$ cat src/rtl/servo_instr_sequencer_if.sv
// servo_instr_sequencer_if
// Groups the receiver handshake, the command FIFO head port and the
// position/status outputs of the servo instruction sequencer.
//   instruction_ready / instruction : completed word from the bit-serial receiver
//   rx_reset                        : restart pulse back to the receiver
//   cmd_valid / cmd_ready           : head-of-FIFO handshake to the PWM side
//   cmd_channel / cmd_position      : head entry fields
//   pos_flat                        : last popped position per channel, ch c at [8c+7:8c]
//   fifo_count                      : entries currently queued (0..4)
// master = sequencer side, slave = receiver/PWM/testbench side.
interface servo_instr_sequencer_if;
   logic        instruction_ready;
   logic [9:0]  instruction;
   logic        rx_reset;
   logic        cmd_valid;
   logic        cmd_ready;
   logic [1:0]  cmd_channel;
   logic [7:0]  cmd_position;
   logic [31:0] pos_flat;
   logic [2:0]  fifo_count;

   modport master (
      input  instruction_ready,
      input  instruction,
      input  cmd_ready,
      output rx_reset,
      output cmd_valid,
      output cmd_channel,
      output cmd_position,
      output pos_flat,
      output fifo_count
   );

   modport slave (
      output instruction_ready,
      output instruction,
      output cmd_ready,
      input  rx_reset,
      input  cmd_valid,
      input  cmd_channel,
      input  cmd_position,
      input  pos_flat,
      input  fifo_count
   );
endinterface

$ cat src/rtl/servo_instr_sequencer.sv
// servo_instr_sequencer
// Captures each completed 10-bit instruction from the serial receiver into a
// 4-entry FIFO, restarts the receiver with a RST_CYCLES-long rx_reset pulse,
// and keeps the last popped position for each of the four servo channels.
// A full FIFO stalls the receiver by withholding the restart pulse.
// Ports:
//   clk   : system clock, all state changes on posedge
//   reset : asynchronous, active-high
//   bus   : servo_instr_sequencer_if.master (handshake, FIFO head, status)
module servo_instr_sequencer #(
   parameter int         RST_CYCLES = 4,
   parameter logic [7:0] CENTER     = 8'd128
) (
   input logic                      clk,
   input logic                      reset,
   servo_instr_sequencer_if.master  bus
);

   localparam int CNT_W = (RST_CYCLES > 1) ? $clog2(RST_CYCLES) : 1;
   localparam logic [CNT_W-1:0] CNT_LOAD = CNT_W'(RST_CYCLES - 1);

   typedef enum logic [1:0] {
      IDLE,
      RESTART,
      WAIT_LOW
   } state_t;

   state_t           r_state;
   state_t           w_nextState;
   logic [CNT_W-1:0] r_cnt;
   logic [CNT_W-1:0] w_nextCnt;
   logic             r_rxReset;
   logic             w_nextRxReset;

   logic [9:0]       r_mem [4];
   logic [1:0]       r_wrPtr;
   logic [1:0]       r_rdPtr;
   logic [2:0]       r_count;
   logic [7:0]       r_pos [4];

   logic             w_valid;
   logic             w_pop;
   logic             w_canPush;
   logic             w_push;
   logic [9:0]       w_head;

   // Head of the FIFO is presented combinationally; a full FIFO still accepts
   // a push when the head leaves on the same edge.
   always_comb begin
      w_valid   = (r_count != 3'd0);
      w_head    = r_mem[r_rdPtr];
      w_pop     = w_valid && bus.cmd_ready;
      w_canPush = (r_count != 3'd4) || w_pop;
   end

   // State, restart counter and rx_reset register. Reset lands in RESTART so
   // the receiver is held in reset for RST_CYCLES cycles after reset releases.
   always_ff @(posedge clk or posedge reset) begin
      if (reset) begin
         r_state   <= RESTART;
         r_cnt     <= CNT_LOAD;
         r_rxReset <= 1'b1;
      end else begin
         r_state   <= w_nextState;
         r_cnt     <= w_nextCnt;
         r_rxReset <= w_nextRxReset;
      end
   end

   // Next-state logic. WAIT_LOW waits out the receiver's one-cycle-late clear
   // of instruction_ready so the same word is never pushed twice. In IDLE a
   // full FIFO with no pop simply leaves the receiver waiting (stall).
   always_comb begin
      w_nextState   = r_state;
      w_nextCnt     = r_cnt;
      w_nextRxReset = r_rxReset;
      w_push        = 1'b0;
      unique case (r_state)
         IDLE: begin
            if (bus.instruction_ready && w_canPush) begin
               w_push        = 1'b1;
               w_nextState   = RESTART;
               w_nextRxReset = 1'b1;
               w_nextCnt     = CNT_LOAD;
            end
         end
         RESTART: begin
            if (r_cnt == '0) begin
               w_nextRxReset = 1'b0;
               w_nextState   = WAIT_LOW;
            end else begin
               w_nextCnt = r_cnt - 1'b1;
            end
         end
         WAIT_LOW: begin
            if (!bus.instruction_ready) begin
               w_nextState = IDLE;
            end
         end
         default: begin
            w_nextState = IDLE;
         end
      endcase
   end

   // FIFO storage has no reset; only entries covered by r_count are ever read.
   always_ff @(posedge clk) begin
      if (w_push) begin
         r_mem[r_wrPtr] <= bus.instruction;
      end
   end

   // Pointers wrap naturally at 2 bits; simultaneous push and pop leaves the
   // count unchanged while both pointers advance.
   always_ff @(posedge clk or posedge reset) begin
      if (reset) begin
         r_wrPtr <= 2'd0;
         r_rdPtr <= 2'd0;
         r_count <= 3'd0;
      end else begin
         if (w_push) begin
            r_wrPtr <= r_wrPtr + 2'd1;
         end
         if (w_pop) begin
            r_rdPtr <= r_rdPtr + 2'd1;
         end
         case ({w_push, w_pop})
            2'b10:   r_count <= r_count + 3'd1;
            2'b01:   r_count <= r_count - 3'd1;
            default: r_count <= r_count;
         endcase
      end
   end

   // Each pop commits the head's position to its channel's register.
   always_ff @(posedge clk or posedge reset) begin
      if (reset) begin
         for (int c = 0; c < 4; c++) begin
            r_pos[c] <= CENTER;
         end
      end else if (w_pop) begin
         r_pos[w_head[9:8]] <= w_head[7:0];
      end
   end

   assign bus.rx_reset     = r_rxReset;
   assign bus.cmd_valid    = w_valid;
   assign bus.cmd_channel  = w_head[9:8];
   assign bus.cmd_position = w_head[7:0];
   assign bus.fifo_count   = r_count;
   assign bus.pos_flat     = {r_pos[3], r_pos[2], r_pos[1], r_pos[0]};

endmodule

$ cat src/flat_wrapper.sv
// flat-port wrapper written by rule: the top's interface ports become plain ports
module servo_instr_sequencer_flat 
#(
   parameter int         RST_CYCLES = 4,
   parameter logic [7:0] CENTER     = 8'd128
)
  (clk, reset, bus_instruction_ready, bus_instruction, bus_cmd_ready, bus_rx_reset, bus_cmd_valid, bus_cmd_channel, bus_cmd_position, bus_pos_flat, bus_fifo_count);
  servo_instr_sequencer_if bus_i ();
  input logic clk;
  input logic reset;
  input wire logic [$bits(bus_i.instruction_ready)-1:0] bus_instruction_ready;
  input wire logic [$bits(bus_i.instruction)-1:0] bus_instruction;
  input wire logic [$bits(bus_i.cmd_ready)-1:0] bus_cmd_ready;
  output wire logic [$bits(bus_i.rx_reset)-1:0] bus_rx_reset;
  output wire logic [$bits(bus_i.cmd_valid)-1:0] bus_cmd_valid;
  output wire logic [$bits(bus_i.cmd_channel)-1:0] bus_cmd_channel;
  output wire logic [$bits(bus_i.cmd_position)-1:0] bus_cmd_position;
  output wire logic [$bits(bus_i.pos_flat)-1:0] bus_pos_flat;
  output wire logic [$bits(bus_i.fifo_count)-1:0] bus_fifo_count;
  assign bus_i.instruction_ready = bus_instruction_ready;
  assign bus_i.instruction = bus_instruction;
  assign bus_i.cmd_ready = bus_cmd_ready;
  assign bus_rx_reset = bus_i.rx_reset;
  assign bus_cmd_valid = bus_i.cmd_valid;
  assign bus_cmd_channel = bus_i.cmd_channel;
  assign bus_cmd_position = bus_i.cmd_position;
  assign bus_pos_flat = bus_i.pos_flat;
  assign bus_fifo_count = bus_i.fifo_count;
  servo_instr_sequencer #(.RST_CYCLES(RST_CYCLES), .CENTER(CENTER)) u_core (.clk(clk), .reset(reset), .bus(bus_i));
endmodule
$ cat config.mk
export PLATFORM = sky130hd
export DESIGN_NAME = servo_instr_sequencer_flat
export DESIGN_NICKNAME = d
export VERILOG_FILES = /design/src/rtl/servo_instr_sequencer_if.sv /design/src/rtl/servo_instr_sequencer.sv /design/src/flat_wrapper.sv
export SDC_FILE = /design/constraint.sdc
export NUM_CORES = 1
export LEC_CHECK = 0
export ABC_AREA = 1
export CAP_MARGIN = 20
export CORE_MARGIN = 4
export CORE_UTILIZATION = 35
export CTS_BUF_LIST = sky130_fd_sc_hd__clkbuf_4 sky130_fd_sc_hd__clkbuf_8
export DETAILED_ROUTE_END_ITERATION = 8
export PLACE_DENSITY_LB_ADDON = 0.3
export SYNTH_ARGS = -nofsm -noshare
export SYNTH_HDL_FRONTEND = slang
export SYNTH_SLANG_ARGS = --single-unit
$ cat constraint.sdc
create_clock -name clk -period 2.3 [get_ports clk]
set_clock_uncertainty 0.2 [all_clocks]
set_input_delay 0.23 -clock clk [delete_from_list [all_inputs] [get_ports clk]]
set_output_delay 0.23 -clock clk [all_outputs]
set_load 0.05 [all_outputs]
# Yosys cells after proc, flatten, opt, wreduce, memory -nomap -nowiden
# Memory sizes are Yosys's and may differ from the RTL's.
# Cells that the tools add are included.
# totals
regBits	44
latch_bits	0
ramBits	40
rom_bits	0
inputBits	14
out_inout_bits	47
wordCells	58
n_memories	1
# memory_table
memory	words	width	read_ports	rd_ports_with_merged_regs	write_ports	line_no	text
u_core.r_mem	4	10	1	0	1	servo_instr_sequencer.sv:35	logic [9:0] r_mem [4];
# classes
n_addsub	5
multipliers	0
div_mod_pow	0
order_cmp	2
eq_ne	9
shifts	0
muxes	18
bitwise	1
n_reduce_logical	12
# op_table
cell	count
$bwmux W32	1
$demux W8 S2	1
$mux W2	5
$reduce_and A3 Y1	3
$mux W8	1
$mux W1	6
$pmux W2 S3	1
$pmux W3 S2	1
$add A2 B1 Y2 const B	2
$eq A2 B1 Y1 const B	2
$eq A2 B2 Y1 const B	2
$logic_not A2 Y1	2
$ne A2 B1 Y1 const B	2
$ne A2 B2 Y1 const B	2
$pmux W2 S2	1
$reduce_bool A2 Y1	2
$add A3 B1 Y3 const B	1
$ge A3 B3 Y1 const B	1
$logic_and A1 B1 Y1	3
$lt A3 B1 Y1 const B	1
$ne A3 B3 Y1 const B	1
$not A2 Y3	1
$reduce_bool A3 Y1	1
$sub A3 B1 Y3 const B	1
3 further kinds	3

# Logic depth before layout (Yosys ltp)
# depth
depth_word	8
depth_mapped	12

# Least setup slack after synthesis
# Ideal clock, no wire load.
# synth_path
path_kind	flip-flop to flip-flop
start	register u_core.r_count[2] (netlist: u_core.bus.fifo_count[2])
end	register u_core.r_count[2] (netlist: u_core.bus.fifo_count[2])
setup_ps	131
arrival_ps	2486
required_ps	1969
setup_slack_ps	-517
path_stages_with_launch	13
path_buffers	2
cell_sequence	dfrtp_1 > inv_1 > nand2_2 > nand2_4 > inv_4 > buf_6 > buf_6 > ha_1 > inv_1 > fa_1 > a21oi_1 > o21ai_0 > xor2_1
# synth_via
elab_chain_len	8
# synth_rtl
item	line_no	text
start, declared	servo_instr_sequencer.sv:38	logic [2:0] r_count;
start signal, assigned	servo_instr_sequencer.sv:128	2'b10: r_count <= r_count + 3'd1;
start signal, assigned	servo_instr_sequencer.sv:129	2'b01: r_count <= r_count - 3'd1;
start signal, assigned	servo_instr_sequencer.sv:130	default: r_count <= r_count;
$reduce_bool A3 Y1 *	servo_instr_sequencer.sv:50	w_valid = (r_count != 3'd0);
net bus_cmd_valid	flat_wrapper.sv:15	output wire logic [$bits(bus_i.cmd_valid)-1:0] bus_cmd_valid;
$logic_and A1 B1 Y1 *	servo_instr_sequencer.sv:52	w_pop = w_valid && bus.cmd_ready;
net u_core.w_pop	servo_instr_sequencer.sv:42	logic w_pop;
$logic_or A1 B1 Y1	servo_instr_sequencer.sv:53	w_canPush = (r_count != 3'd4) || w_pop;
$logic_and A1 B1 Y1	servo_instr_sequencer.sv:80	if (bus.instruction_ready && w_canPush) begin
$mux W1	servo_instr_sequencer.sv:80	
$mux W1	servo_instr_sequencer.sv:78	unique case (r_state)
$eq A2 B1 Y1 / $eq A2 B2 Y1 (equally long branches)	servo_instr_sequencer.sv:127	case ({w_push, w_pop})
$pmux W3 S2 / $reduce_bool A2 Y1 (equally long branches)	-	
# Mark *: on every way through the listed nets, which the timed path passes. The rest lies on a longest branch.
# A chain may end at the register's enable or synchronous reset.

# Worst setup path after layout
# layout_path
start	register u_core.r_rdPtr[0]
end	output port bus_cmd_position[6]
# layout_via
elab_chain_len	1
# layout_rtl
item	line_no	text
start, declared	servo_instr_sequencer.sv:37	logic [1:0] r_rdPtr;
start signal, assigned	servo_instr_sequencer.sv:125	r_rdPtr <= r_rdPtr + 2'd1;
$mem_v2 Z4 W10	-	
end, declared	flat_wrapper.sv:17	output wire logic [$bits(bus_i.cmd_position)-1:0] bus_cmd_position;
# Every way passes these cells.

==> flow_metrics.tcl <==
set metrics [dict create \
    stdcell_area_um2 4930 \
    area_delta_synth_final_pct 29.0 \
    relSlewSlack 0.529 \
    seq_area_frac_synth 0.604 \
    startpoint_type "flip-flop" \
    crit_path_max_incr_delay_ns 0.52 \
    final_nets 467 \
    htreeDepth 3 \
    vias 2754 \
    drv_cap 0 \
    worst_slew_pin_slew_ns 0.703 \
    dieWidth_um 113 \
    grt_first_pass_wirelength_um 13600 \
    final_cell_mix "nand2_1 (124), clkdlybuf4s50_1 (50), inv_1 (46)" \
    cts_max_path_buffers 2 \
    crit_path_end_kind "output pin" \
    row_count 37 \
    worst-path-buf-inv 2 \
    layout_commonest_cell "nand2_1" \
    core-area_um2 10500 \
    hold_viol_final 0 \
    drtIter0Drc 138 \
    ant_nets 0 \
    period_minus_slack_ns 2.21 \
    drive_above_1_share 0.169 \
    avgSynthCellArea_um2 10.1 \
    dpl_cell_area_um2 4710 \
    hold_buffers 0 \
    synth_warnings 0 \
    antenna_found_initial 0 \
    utilization 0.472 \
    grt_max_degree 28 \
    fin_crit_sh 0.960 \
    cp.depth 5 \
    die_y_um 113 \
    grt_use_total 0.135 \
    grt_setup_unrepaired "false" \
    r2r.worst_path.cells 9 \
    initial_core_util 0.366 \
    tns_ns 0 \
    path_cells "buf_4, nand2_1, nand3_1, nand2_1, buf_12" \
    drc_errors 0 \
    status "finished clean" \
    wl_per_cell_um 14.4 \
    setup_viol 0 \
    crit_top_cell "nand2_1" \
    via_per_inst 4.69 \
    worstPathMaxFanout 13 \
    io_pins 61 \
    synth.distinct_cells 27 \
    cts_tree "built" \
    crit_required_ns 1.87 \
    cp_top_family "flip-flops" \
    synth_fp_nets 398 \
    critical_path_class "flip-flop to output pin" \
    cts.clk_slew.worst_paths_ns 0.09 \
    critPathSlowestCell "dfrtp_2" \
    die_area_um2 12700 \
    synth_cells 377 \
    numCtsBuffers 9 \
    io_buffers 60 \
    wl_um 8430 \
    ys_ff_latch 84 \
    grt_pass1_vias 2720 \
    syn_area_um2 3830 \
    ctsRootBufferMaster "clkbuf_8" \
    cp.arrival_ns 1.78 \
    hp-class "input port to async pin" \
    report.final.slew_viol_count 0 \
    antenna_cells 0 \
    dpl.hpwl_um 5870 \
    fmax_ghz 0.453 \
    dr.pass1.iters 4 \
    cts_setup_buffers 0 \
    grt_overflow_total 0 \
    clock_latency_ns 0.35 \
    cts_sinks 84 \
    gp_congestion 0.727 \
]
[path summary, 6_finish.rpt]
check                                              start                       end  slack (ns)
worst max-delay path                   u_core.r_rdPtr[0]       bus_cmd_position[6]        0.09
worst min-delay path                               reset    u_core.bus.pos_flat[0]       0.002
worst max register to register  u_core.bus.fifo_count[0]  u_core.bus.fifo_count[2]        0.26
worst min register to register   u_core.bus.pos_flat[31]   u_core.bus.pos_flat[31]        0.27
max in group asynchronous                          reset   u_core.bus.pos_flat[31]        1.29
min in group clk                 u_core.bus.pos_flat[31]   u_core.bus.pos_flat[31]        0.27
[timing repair]
item / in CTS / in global routing
endpoints found under the setup margin: 5 / 1
pin swaps: 0 / 0
hold endpoints to repair: 0 / 0
gates resized for setup: 1 / 1
gates cloned: 0 / 0
[registers in the layout (all words and copies together), names as in the netlist]
signal	flops
u_core.r_mem	40
u_core.bus.pos_flat	32
u_core.bus.fifo_count	3
u_core.r_cnt	2
u_core.r_rdPtr	2
u_core.r_state	2
u_core.r_wrPtr	2
u_core.bus.rx_reset	1
[Yosys cell counts (all sizes together)]
| cell type | number | area [um2] |
|---|---|---|
| a21oi | 2 | 10.0 |
| buf | 13 | 133 |
| dfrtp | 36 | 901 |
| dfstp | 8 | 210 |
| edfxtp | 40 | 1200 |
| fa | 1 | 20.0 |
| ha | 6 | 75.1 |
| inv | 52 | 200 |
| nand2 | 134 | 546 |
| nand3 | 43 | 285 |
| nand4 | 16 | 100 |
| nor2 | 16 | 78.8 |
| o21ai | 5 | 25.0 |
| or2 | 1 | 6.26 |
| xnor2 | 1 | 8.76 |
| xor2 | 3 | 26.3 |
[through the flow]
stage / std cells / hold WS, ns / setup slack (ns)
floorplan: 377 / 0.129 / -0.0690
global placement: 571 / 0.254 / 0.122
detailed placement: 571 / 0.257 / 0.122
CTS: 587 / 0.0113 / 0.0652
global route: 587 / 0.0418 / 0.00744
finish: 587 / 0.00207 / 0.0916
[layout make-up]
| class | instances | area [um2] |
|---|---|---|
| inverter | 52 | 205 |
| multi-input combinational | 228 | 1230 |
| fill | 1007 | 5530 |
| clock inverter | 5 | 75.1 |
| timing repair buffer | 71 | 796 |
| tap | 136 | 170 |
| clock buffer | 11 | 145 |
| sequential | 84 | 2320 |
[cell families (layout without fill, tap and decap cells)]
logic type      count (synthesis)  after routing  share of synthesized area
fa+ha+maj                       7              7                     0.0249
buf+inv                        65            139                     0.0870
flops                          84             84                      0.604
simple gates                  210            210                      0.266
compound gates                  7              7                    0.00916
xor+xnor                        4              4                    0.00916
[routing by layer]
metal | GRT usage | vias up | wire length [um] | share of wire
met5 | 0 | - | 0 | 0
met4 | 0.0409 | 0 | 146 | 0.017
met3 | 0.0350 | 19 | 532 | 0.063
met2 | 0.226 | 74 | 4030 | 0.48
met1 | 0.173 | 1319 | 3720 | 0.44
li1 | - | 1342 | - | -
Power is not shown: default switching activity piles up to over one toggle a cycle in this logic, so the estimate is an artifact.
